===== src/rtl/bf16_macc_operand_feeder_if.sv =====
// bf16_macc_operand_feeder_if: operand stream, MACC issue/result and result stream bundle
interface bf16_macc_operand_feeder_if #(parameter int N_PAIRS = 9);
   logic                   s_valid;
   logic                   s_ready;
   logic [15:0]            s_a;
   logic [15:0]            s_b;
   logic                   s_last;
   logic [32*N_PAIRS-1:0]  macc_operands;
   logic [15:0]            macc_result;
   logic                   m_valid;
   logic                   m_ready;
   logic [15:0]            m_data;
   logic                   busy;
   // feeder side
   modport master (
      input  s_valid, s_a, s_b, s_last, macc_result, m_ready,
      output s_ready, macc_operands, m_valid, m_data, busy
   );
   // environment side: operand source, MACC and result consumer
   modport slave (
      output s_valid, s_a, s_b, s_last, macc_result, m_ready,
      input  s_ready, macc_operands, m_valid, m_data, busy
   );
endinterface


===== src/rtl/bf16_macc_operand_feeder.sv =====
// bf16_macc_operand_feeder: assembles bf16 operand pairs into MACC vectors, credit-gates issue,
// tags results by MACC latency and buffers them in a result FIFO. Optional FEEDER_FTZ_EN flushes
// subnormal operands to signed zero at acceptance.
module bf16_macc_operand_feeder #(
   parameter int N_PAIRS   = 9,
   parameter int MACC_LAT  = 14,
   parameter int RES_DEPTH = 4
) (
   input logic                          clk,
   input logic                          reset,
   bf16_macc_operand_feeder_if.master   bus
);
   localparam int IW = $clog2(N_PAIRS);
   localparam int CW = $clog2(RES_DEPTH) + 1;
   localparam int PW = $clog2(RES_DEPTH);

   typedef enum logic [1:0] {COLLECT, WAIT_CREDIT, ISSUE} state_t;

   state_t                 state_q;
   logic                   s_ready_q;
   logic [IW-1:0]          idx_q;
   logic [32*N_PAIRS-1:0]  vec_q;
   logic [MACC_LAT-1:0]    tag_q;
   logic [CW-1:0]          infl_q;
   logic [CW-1:0]          cnt_q;
   logic [PW-1:0]          wr_q;
   logic [PW-1:0]          rd_q;
   logic [15:0]            mem_q [RES_DEPTH];
   logic                   accept, last, issue, push, pop, m_valid, credit;
   logic [CW:0]            used;

   function automatic logic [15:0] ftz(input logic [15:0] x);
`ifdef FEEDER_FTZ_EN
      return (x[14:7] == 8'h0 && x[6:0] != 7'h0) ? {x[15], 15'h0} : x;
`else
      return x;
`endif
   endfunction

   assign accept  = bus.s_valid & s_ready_q;
   assign last    = accept & (bus.s_last | idx_q == IW'(N_PAIRS - 1));
   assign issue   = state_q == ISSUE;
   assign push    = tag_q[MACC_LAT-1];
   assign m_valid = cnt_q != '0;
   assign pop     = m_valid & bus.m_ready;
   assign used    = {1'b0, infl_q} + {1'b0, cnt_q};
   assign credit  = used < (CW+1)'(RES_DEPTH) + (CW+1)'(pop);

   assign bus.s_ready       = s_ready_q;
   assign bus.macc_operands = issue ? vec_q : '0;
   assign bus.m_valid       = m_valid;
   assign bus.m_data        = m_valid ? mem_q[rd_q] : '0;
   assign bus.busy          = state_q != COLLECT || idx_q != '0 || infl_q != '0 || cnt_q != '0;

   // Collection/issue sequencer; s_ready is a registered output of the FSM
   always_ff @(posedge clk or negedge reset) begin
      if (!reset) begin
         state_q   <= COLLECT;
         s_ready_q <= 1'b0;
         idx_q     <= '0;
         vec_q     <= '0;
      end else begin
         case (state_q)
            COLLECT: begin
               s_ready_q <= !last;
               if (accept) begin
                  vec_q[32*idx_q +: 32] <= {ftz(bus.s_b), ftz(bus.s_a)};
                  idx_q                 <= idx_q + IW'(1);
               end
               if (last) state_q <= credit ? ISSUE : WAIT_CREDIT;
            end
            WAIT_CREDIT: if (credit) state_q <= ISSUE;
            default: begin
               state_q   <= COLLECT;
               s_ready_q <= 1'b1;
               idx_q     <= '0;
               vec_q     <= '0;
            end
         endcase
      end
   end

   // Latency tag pipeline mirrors the MACC; the exiting tag marks a valid macc_result
   always_ff @(posedge clk or negedge reset) begin
      if (!reset) begin
         tag_q  <= '0;
         infl_q <= '0;
      end else begin
         tag_q  <= {tag_q[MACC_LAT-2:0], issue};
         infl_q <= infl_q + CW'(issue) - CW'(push);
      end
   end

   // Result FIFO control; never full on push because issue is credit-gated
   always_ff @(posedge clk or negedge reset) begin
      if (!reset) begin
         wr_q  <= '0;
         rd_q  <= '0;
         cnt_q <= '0;
      end else begin
         if (push) wr_q <= wr_q + PW'(1);
         if (pop) rd_q <= rd_q + PW'(1);
         cnt_q <= cnt_q + CW'(push) - CW'(pop);
      end
   end

   // Result storage; contents are only observable while the count is non-zero
   always_ff @(posedge clk) begin
      if (push) mem_q[wr_q] <= bus.macc_result;
   end
endmodule

===== src/flat_wrapper.sv =====
// flat-port wrapper written by rule: the top's interface ports become plain ports
module bf16_macc_operand_feeder_flat 
#(
   parameter int N_PAIRS   = 9,
   parameter int MACC_LAT  = 14,
   parameter int RES_DEPTH = 4
)
  (clk, reset, bus_s_valid, bus_s_a, bus_s_b, bus_s_last, bus_macc_result, bus_m_ready, bus_s_ready, bus_macc_operands, bus_m_valid, bus_m_data, bus_busy);
  bf16_macc_operand_feeder_if #(.N_PAIRS(N_PAIRS)) bus_i ();
  input logic clk;
  input logic reset;
  input wire logic [$bits(bus_i.s_valid)-1:0] bus_s_valid;
  input wire logic [$bits(bus_i.s_a)-1:0] bus_s_a;
  input wire logic [$bits(bus_i.s_b)-1:0] bus_s_b;
  input wire logic [$bits(bus_i.s_last)-1:0] bus_s_last;
  input wire logic [$bits(bus_i.macc_result)-1:0] bus_macc_result;
  input wire logic [$bits(bus_i.m_ready)-1:0] bus_m_ready;
  output wire logic [$bits(bus_i.s_ready)-1:0] bus_s_ready;
  output wire logic [$bits(bus_i.macc_operands)-1:0] bus_macc_operands;
  output wire logic [$bits(bus_i.m_valid)-1:0] bus_m_valid;
  output wire logic [$bits(bus_i.m_data)-1:0] bus_m_data;
  output wire logic [$bits(bus_i.busy)-1:0] bus_busy;
  assign bus_i.s_valid = bus_s_valid;
  assign bus_i.s_a = bus_s_a;
  assign bus_i.s_b = bus_s_b;
  assign bus_i.s_last = bus_s_last;
  assign bus_i.macc_result = bus_macc_result;
  assign bus_i.m_ready = bus_m_ready;
  assign bus_s_ready = bus_i.s_ready;
  assign bus_macc_operands = bus_i.macc_operands;
  assign bus_m_valid = bus_i.m_valid;
  assign bus_m_data = bus_i.m_data;
  assign bus_busy = bus_i.busy;
  bf16_macc_operand_feeder #(.N_PAIRS(N_PAIRS), .MACC_LAT(MACC_LAT), .RES_DEPTH(RES_DEPTH)) u_core (.clk(clk), .reset(reset), .bus(bus_i));
endmodule

===== config.mk =====
export PLATFORM = sky130hd
export DESIGN_NAME = bf16_macc_operand_feeder_flat
export DESIGN_NICKNAME = d
export VERILOG_FILES = /design/src/rtl/bf16_macc_operand_feeder_if.sv /design/src/rtl/bf16_macc_operand_feeder.sv /design/src/flat_wrapper.sv
export SDC_FILE = /design/constraint.sdc
export NUM_CORES = 1
export LEC_CHECK = 0
export CAP_MARGIN = 20
export CORE_ASPECT_RATIO = 2
export CORE_MARGIN = 5
export CORE_UTILIZATION = 57
export CTS_BUF_LIST = sky130_fd_sc_hd__clkbuf_4 sky130_fd_sc_hd__clkbuf_8
export DETAILED_ROUTE_END_ITERATION = 6
export PLACE_DENSITY = 0.85
export SLEW_MARGIN = 20
export SYNTH_ARGS = -nofsm -noshare
export SYNTH_HDL_FRONTEND = slang
export SYNTH_SLANG_ARGS = --single-unit

===== constraint.sdc =====
create_clock -name clk -period 6 [get_ports clk]
set_input_delay 0.6 -clock clk [delete_from_list [all_inputs] [get_ports clk]]
set_output_delay 0.6 -clock clk [all_outputs]
set_load 0.02 [all_outputs]

## Yosys cells after proc, flatten, opt, wreduce, memory -nomap -nowiden

Memory sizes are Yosys's and may differ from the RTL's.
Index checks and enable logic that the tools add are counted.

- Flip-flop bits (word level): 319
- Bits in latches: 0
- Bits in writable memories: 64
- Memory bits (read-only): 0
- Bits of input ports: 53
- Output and inout port bits: 307
- Memories kept: 1

- Add/subtract/negate cells: 10
- $mul: 0
- Div/mod/pow operators: 0
- $lt $le $gt $ge: 1
- Equality and inequality tests: 6
- Shift operators: 2
- Muxes and demuxes: 14
- Bitwise operators: 5
- Reduce and logical (&&, ||, !) cells: 11

Memories:

| name | words | bits a word | rd ports | clocked after memory_dff | write ports | RTL line | source |
|---|---|---|---|---|---|---|---|
| u_core.mem_q | 4 | 16 | 1 | 0 | 1 | bf16_macc_operand_feeder.sv:28 | `logic [15:0] mem_q [RES_DEPTH];` |

Operator list:

| kind | count |
|---|---|
| $mux 288 | 2 |
| $pmux 288 s2 | 1 |
| $bwmux 288 | 1 |
| $shift 32x34->288 const A | 1 |
| $shiftx 32x34->288 | 1 |
| $neg 9->34 | 1 |
| $mux 16 | 1 |
| $pmux 4 s2 | 1 |
| $add 3x1->3 | 2 |
| $mux 2 | 3 |
| $ne 2x1->1 const B | 3 |
| $reduce_bool 3->1 | 2 |
| $sub 3x1->3 | 2 |
| $add 2x1->2 const B | 2 |
| $add 3x1->4 const A | 1 |
| $add 3x3->4 | 1 |
| $add 4x1->4 const B | 1 |
| $eq 4x4->1 const B | 1 |
| $lt 4x4->1 | 1 |
| $mux 4 | 1 |
| $pmux 2 s2 | 1 |
| $reduce_and 2->1 | 2 |
| $reduce_bool 4->1 | 1 |
| $and 1x1->1 | 3 |
| other kinds (10) | 13 |

## Depth between registers and ports, before layout

Gate-level depths: netlist of run 1.

- Depth in word-level cells: 7
- Gate-level depth with buffers: 10

## Worst setup path after synthesis of run 1

No wires, ideal clock.

- Kind: register -> register
- Start point: reg u_core.idx_q[0]
- End point: reg u_core.vec_q[236]
- Setup time: 0.136 ns
- Arrival time: 2.307 ns
- Slack: 3.557 ns
- Stages on the path, launching flop included: 9
- Period minus slack after synthesis: 2.443 ns
- Path through: dfrtp_1 clkbuf_1 inv_1 ha_1 clkbuf_1 or2b_1 a2111oi_4 clkbuf_1 o21ai_0

- Longest elaborated chain between the ends: 5
- Elaborated cells on any way between the ends: 6
- Those cells by class: 1 x add/sub; 2 x shift; 3 x mux

RTL lines:

| what | RTL line | source |
|---|---|---|
| from (decl) | bf16_macc_operand_feeder.sv:21 | `logic [IW-1:0] idx_q;` |
| from (signal assigned) | bf16_macc_operand_feeder.sv:68 | `idx_q <= idx_q + IW'(1);` |
| $neg 9->34 * | bf16_macc_operand_feeder.sv:67 | `vec_q[32*idx_q +: 32] <= {ftz(bus.s_b), ftz(bus.s_a)};` |
| $shiftx 32x34->288 / $shift 32x34->288 (equally long branches) | bf16_macc_operand_feeder.sv:67 |  |
| $bwmux 288 * | bf16_macc_operand_feeder.sv:67 |  |
| $mux 288 * | bf16_macc_operand_feeder.sv:66 | `if (accept) begin` |
| $pmux 288 s2 * | bf16_macc_operand_feeder.sv:63 | `case (state_q)` |
| to (signal, indexed assignment) | bf16_macc_operand_feeder.sv:67 |  |
| to (decl) | bf16_macc_operand_feeder.sv:22 | `logic [32*N_PAIRS-1:0] vec_q;` |

Every way passes the cells marked *; elsewhere a longest branch is shown, timed or not. The select of a mux whose other input is x is not followed.
A chain may end at the register's enable or synchronous reset.

## Final worst setup path of run 1

- Start point: reg u_core.state_q[1]
- End point: out bus_macc_operands[144]

- Longest elaborated chain between the ends: 2

RTL lines:

| what | RTL line | source |
|---|---|---|
| from (decl) | bf16_macc_operand_feeder.sv:19 | `state_t state_q;` |
| from (signal assigned) | bf16_macc_operand_feeder.sv:70 | `if (last) state_q <= credit ? ISSUE : WAIT_CREDIT;` |
| $eq 2x2->1 | bf16_macc_operand_feeder.sv:42 | `assign issue = state_q == ISSUE;` |
| $mux 288 | bf16_macc_operand_feeder.sv:50 | `assign bus.macc_operands = issue ? vec_q : '0;` |
| to (decl) | flat_wrapper.sv:19 | `output wire logic [$bits(bus_i.macc_operands)-1:0] bus_macc_operands;` |

Every way passes these cells.

==> results of run 1 <==
==> flip-flops by register name, summed over array words and instances (netlist names) <==
register,cells
u_core.state_q,2
u_core.tag_q,14
u_core.wr_q,2
u_core.rd_q,2
u_core.bus.s_ready,1
u_core.infl_q,3
u_core.cnt_q,3
u_core.idx_q,4
u_core.mem_q,64
u_core.vec_q,288
==> power by group <==
part           internal, mW  total [mW]  switching, mW
combinational         0.865        1.96           1.10
sequential             3.09        3.48          0.392
clock                  1.10        2.08          0.972
total                  5.06        7.52           2.46
==> path summary, 6_finish.rpt <==
kind	start	end	slack, ns	depth (start not counted)
setup reg to reg	u_core.idx_q[0]	u_core.vec_q[188]	2.76	6
hold / removal	u_core.tag_q[5]	u_core.tag_q[6]	0.35	0
max in group asynchronous	reset	u_core.vec_q[140]	4.10	4
min in group asynchronous	reset	u_core.rd_q[0]	0.54	2
setup / recovery	u_core.state_q[1]	bus_macc_operands[144]	1.77	4
hold reg to reg	u_core.tag_q[5]	u_core.tag_q[6]	0.35	0
==> metrics by stage <==
step | std cells | setup slack (ns)
floorplan | 1375 | 3.56
global placement | 1961 | 2.50
detailed placement | 1962 | 2.41
CTS | 2054 | 1.78
global route | 2056 | 1.62
finish | 2056 | 1.77
==> layout by cell type, fill, tap and decap left out, types with 2 or more instances in the layout <==
cell               n
nor2b_1            2
buf_4              6
clkbuf_8          59
xnor2_1            7
dfrtp_1          317
or3_1              2
nand3_1           33
nor2_4             4
clkbuf_4          12
nor3_1             4
nand2_1           73
and2_1           310
clkdlybuf4s50_1  358
nand2b_1          34
fa_1               3
a21oi_4            4
xor2_1             4
o21ai_1           19
a22o_2            24
dfrtp_2            2
inv_1             17
mux4_2            16
nor2_1             3
a21oi_1            3
nor3b_1            2
clkinvlp_4         2
clkinv_1           3
nand3b_1           2
edfxtp_1          64
bufinv_16          3
a22o_1           200
nor4_1             3
ha_1              14
nor2_8             4
a31oi_4            2
o21ai_0           45
clkinv_2          11
buf_12             2
==> layer usage <==
layer | global-route usage [%] | wire [um] | part of all wire [%] | vias up
met1 | 35.3 | 17300 | 34 | 6211
met4 | 15.4 | 2810 | 5.6 | 0
met2 | 52.1 | 26200 | 52 | 586
li1 | - | - | - | 5334
met3 | 5.93 | 3780 | 7.6 | 154
met5 | 0 | 0 | 0 | -
==> cell families after synthesis <==
group | count (synthesis)
flops | 383
buf+inv | 157
compound gates | 305
fa+ha+maj | 17
simple gates | 486
mux | 16
xor+xnor | 11
==> final cells by class <==
class	instances	share of cell area, %
Sequential cell	383	46.4
Multi-Input combinational cell	835	28.8
Timing Repair Buffer	369	17.4
Clock buffer	71	4.22
Tap cell	360	2.11
Clock inverter	20	0.843
Inverter	17	0.299
Antenna cell	1	0.0117
==> qor.txt, run 1 <==
Max Freq: 0.236 GHz
Post-Synthesis Cells: 1,375
Power Density: 352 nW/um2
Synth async-reset ratio: 83.3%
Port Buffers: 359
Setup Viol. Count Final: 0
die area: 32,900 um2
final hold slack: 0.347 ns
Critical Path RT: 5.40 ns
cell area after placement: 20,300 um2
fin util: 74.1%
Simple-Gate Fraction of Synth Area: 17.3%
worst vdd ir: 0.000236 V
Remaining DRCs: 0
CTS H-tree lvls: 2
Core Area: 28,800 um2
# rows: 88
Synth Flop Type: dfrtp_1
final WL: 50,000 um
Compound-Gate Fraction of Synth Area: 14.7%
Post-synth EDFFs: 64
CTS Buf Count: 50
initial antenna violation count: 1
xor and xnor fraction of the mapped netlist area: 0.579%
mux cell area share after synthesis: 2.17%
RSZ-0062 raised after global routing: no
Critical Path AT: 3.63 ns
drt via density: 5.98
critical path capture point type: output port
crit-path cells: and2b_4 -> buf_12 -> and2_1 -> clkdlybuf4s50_1
io pins: 360
crit path launch type: flip-flop
Yosys top cell by area: dfrtp_1
Root Buffer: clkbuf_8
top cell family by delay on the critical path: buffers and inverters
Post-CTS Hold Fix Bufs: 1
leakage: 9.26 nW
Fillers: 1,927
outcome: finished, final reports clean
Post-CTS Resized: 0
count leader, synth: dfrtp_1
grt ovf: 0
fraction of layout instances using a drive strength above 1: 9.50%
Final Max Tran Viols: 0
design area: 21,400 um2
Max Root-Sink Buffers: 3
Syn Area/Cell: 12.1 um2
adder-cell share of the synthesized area: 1.41%
gr usage total: 30.2%
Crit Path Class: reg2out
vias in the first global route: 12,751
post-synth top area share: 48.0%
largest net degree at the start of global routing: 291
register area share after synthesis: 59.6%
Worst-Margin Slew: 1.14 ns
area growth from synthesis to layout: 28.5%
Yosys warning count: 0
worst hold path type: reg2reg
DP HPWL: 33,300 um
CTS tree: done
Clock Sinks: 383
most frequent cells after synthesis: dfrtp_1 (319), and2_1 (310), a22o_1 (200)
first-pass GRT wire length: 75,500 um
initial DRC count: 928
Max-slew headroom: 23.9%
slowest cell on the critical path: dfrtp_2
chip height: 252 um
clk slew on worst S/H paths: 0.07 ns
post-synthesis cell type count: 48
Max-cap violations: 0
mapped cell area: 16,600 um2
Routed WL per cell: 24.3 um
top cells by area, synth: dfrtp_1 (48%), and2_1 (12%), edfxtp_1 (12%)
Skew-Pair Late Insertion Delay: 0.60 ns
Final Cycle Share: 70.5%
Mapped Nets: 1,445
Nets: 1,726
Tmin final: 4.23 ns
area occupied by multi-input gates: 6150 um2
slowest stage delay, CP: 1.02 ns
routability cong.: 0.854
post-route ant nets: 0
CP bufs+invs: 2
#FFs+latches synth: 383
total chip power: 7.52 mW
Vias: 12,285
Crit Path Max Fanout: 290
Die Wd: 131 um
Post-CTS Setup Bufs: 0
largest family of logic cells by synthesized area: simple AND/OR/NAND/NOR gates
register area: 9910 um2
final setup TNS: 0 ns
Starting Density: 57.6%
drt first pass iters: 5
Clock Skew: 0.0309 ns
Final Hold Vio Count: 0
Note: power is estimated with default switching activity, not from simulation.
==> run 2: changes to the inputs <==
--- a/config.mk
+++ b/config.mk
@@ -8,10 +8,10 @@
 export CAP_MARGIN = 20
 export CORE_ASPECT_RATIO = 2
 export CORE_MARGIN = 5
-export CORE_UTILIZATION = 57
+export CORE_UTILIZATION = 48
 export CTS_BUF_LIST = sky130_fd_sc_hd__clkbuf_4 sky130_fd_sc_hd__clkbuf_8
 export DETAILED_ROUTE_END_ITERATION = 6
-export PLACE_DENSITY = 0.85
+export PLACE_DENSITY = 0.76
 export SLEW_MARGIN = 20
 export SYNTH_ARGS = -nofsm -noshare
 export SYNTH_HDL_FRONTEND = slang
==> constraint.sdc (replaced) <==
create_clock -name clk -period 3.8 [get_ports clk]
set_input_delay 0.38 -clock clk [delete_from_list [all_inputs] [get_ports clk]]
set_output_delay 0.38 -clock clk [all_outputs]
set_load 0.02 [all_outputs]
==> qor.txt, run 2 (synthesis gave the netlist of run 1 again) <==
Final Hold Vio Count: 0 (unchanged)
gr usage total: 26.2% (-4.1 points)
Core Area: 34,200 um2 (+19%)
reg2reg setup slack: 0.53 ns (-2.23 ns)
reg2reg start: u_core.idx_q[0]
DP HPWL: 35,400 um (+6.2%)
worst reg2reg endpoint: u_core.vec_q[189]
reg2reg path depth: 7 (+1)
fraction of layout instances using a drive strength above 1: 10.0% (+0.52 points)
largest net degree at the start of global routing: 179 (-38%)
Power Density: 557 nW/um2 (+58%)
hold path startpoint: u_core.tag_q[7]
RSZ-0062 raised after global routing: no
Critical Path AT: 3.74 ns (+0.11 ns)
Crit Path Max Fanout: 21 (-93%)
Clock Sinks: 383 (unchanged)
Vias: 12,040 (-2.0%)
commonest non-fill, non-tap cells in the layout: clkdlybuf4s50_1 (358), dfrtp_1 (318), and2_1 (310)
leakage: 9.35 nW (+0.91%)
max FFs per register: 288 (unchanged)
critical path capture point type: flip-flop
Starting Density: 48.6% (-9.1 points)
Tmin final: 3.27 ns
most common cell after layout, fill and taps aside: clkdlybuf4s50_1
Max-cap violations: 0 (unchanged)
Post-CTS Setup Bufs: 0 (unchanged)
Post-Place Cells: 2,055 (+4.7%)
final WL: 51,200 um (+2.3%)
Max Freq: 0.306 GHz
biggest regs: u_core.vec_q (288), u_core.mem_q (64), u_core.tag_q (14)
Routed WL per cell: 23.8 um (-2.1%)
Max Root-Sink Buffers: 3 (unchanged)
fin cells: 2,149 (+4.5%)
vias in the first global route: 12,674 (-0.60%)
Skew-Pair Late Insertion Delay: 0.60 ns (about the same)
Root Buffer: clkbuf_8
CTS tree: done
CTS Buf Count: 52 (+4.0%)
post-route ant nets: 0 (unchanged)
Die Wd: 142 um (+8.3%)
worst vdd ir: 0.000414 V (+75%)
Crit Path Class: reg2reg
Final Cycle Share: 86.1%
area growth from synthesis to layout: 30.1%
initial antenna violation count: 1 (unchanged)
final setup TNS: 0 ns (unchanged)
outcome: finished, final reports clean
Final Max Tran Viols: 0 (unchanged)
Worst-Margin Slew: 1.09 ns (-0.0488 ns)
io pins: 360 (unchanged)
drt via density: 5.60 (-6.2%)
Fillers: 2,729 (+42%)
Setup Viol. Count Final: 0 (unchanged)
CTS H-tree lvls: 2 (unchanged)
Clock Skew: 0.0306 ns (-0.000296 ns)
die area: 38,700 um2 (+18%)
Post-CTS Hold Fix Bufs: 1 (unchanged)
grt ovf: 0 (unchanged)
worst hold path type: reg2reg
Most flops, register: u_core.vec_q
area occupied by multi-input gates: 6150 um2 (about the same)
WHS Endpoint: u_core.tag_q[8]
# rows: 96 (+9.1%)
crit path launch type: flip-flop
chip height: 273 um (+8.6%)
Nets: 1,739 (+0.75%)
initial DRC count: 877 (-5.5%)
first-pass GRT wire length: 78,000 um (+3.3%)
Post-CTS Resized: 0 (unchanged)
Max-slew headroom: 26.9% (+3.0 points)
drt first pass iters: 5 (unchanged)
Port Buffers: 359 (unchanged)
routability cong.: 0.874 (+2.4%)
register area: 9910 um2 (about the same)
Hold Path Depth: 0 (unchanged)
Critical Path RT: 4.27 ns (-1.13 ns)
Remaining DRCs: 0 (unchanged)
clk slew on worst S/H paths: 0.07 ns (about the same)
## run 2: how the worst max path moves through the flow
stage / from / endpoint / slack (ns) / cells after the start
2_1_floorplan: u_core.idx_q[0] / u_core.vec_q[236] / 1.36 / 8
3_3_place_gp: u_core.idx_q[0] / u_core.vec_q[186] / 0.74 / 7
3_5_place_dp: u_core.idx_q[0] / u_core.vec_q[174] / 0.61 / 7
4_1_cts: u_core.cnt_q[1] / bus_busy / 0.50 / 4
5_1_grt: u_core.idx_q[0] / u_core.vec_q[187] / 0.39 / 7
6_report: u_core.idx_q[0] / u_core.vec_q[189] / 0.53 / 7
## run 2: per-stage QoR
step	total power [mW]	worst slack [ns]	hold slack, ns	cell area [um2]	util (%)
after floorplan	7.39	1.36	0.0844	16600	-
after global placement	8.51	0.742	0.334	20500	59.8
after detailed placement	8.66	0.611	0.336	20500	59.8
after CTS	12.1	0.499	0.318	21600	63.2
after global routing	12.6	0.388	0.356	21600	63.2
final	12.0	0.528	0.337	21600	63.2
## run 2: worst max-delay path, stage by stage, from the launching register on
cell and delay [ns]:
dfrtp_1 0.65, inv_1 0.13, ha_1 0.27, nand2b_1 0.23
a211oi_1 0.95, a31oi_4 0.33, buf_4 0.33, a22o_1 0.22
## run 2: area by class of cell
type	count	share of cell area [%]
sequential	383	45.8
timing repair buffer	380	17.7
multi-input combinational	835	28.4
tap	441	2.55
clock inverter	19	1.02
inverter	17	0.295
antenna	1	0.0116
clock buffer	73	4.24
## run 2: where the power goes
| part | switching (mW) | internal, mW |
|---|---|---|
| Clock | 1.56 | 1.90 |
| Combinational | 1.82 | 1.40 |
| Sequential | 0.482 | 4.87 |
## run 2: metal layers
layer  vias to the layer above  track usage, %  wire, um  part of all wire (%)
li1                       5366               -         -                     -
met1                      6060            30.6     18600                    36
met2                       488            46.0     27000                    53
met3                       126            4.34      2750                   5.4
met4                         0            13.1      2900                   5.7
met5                         -               0         0                     0
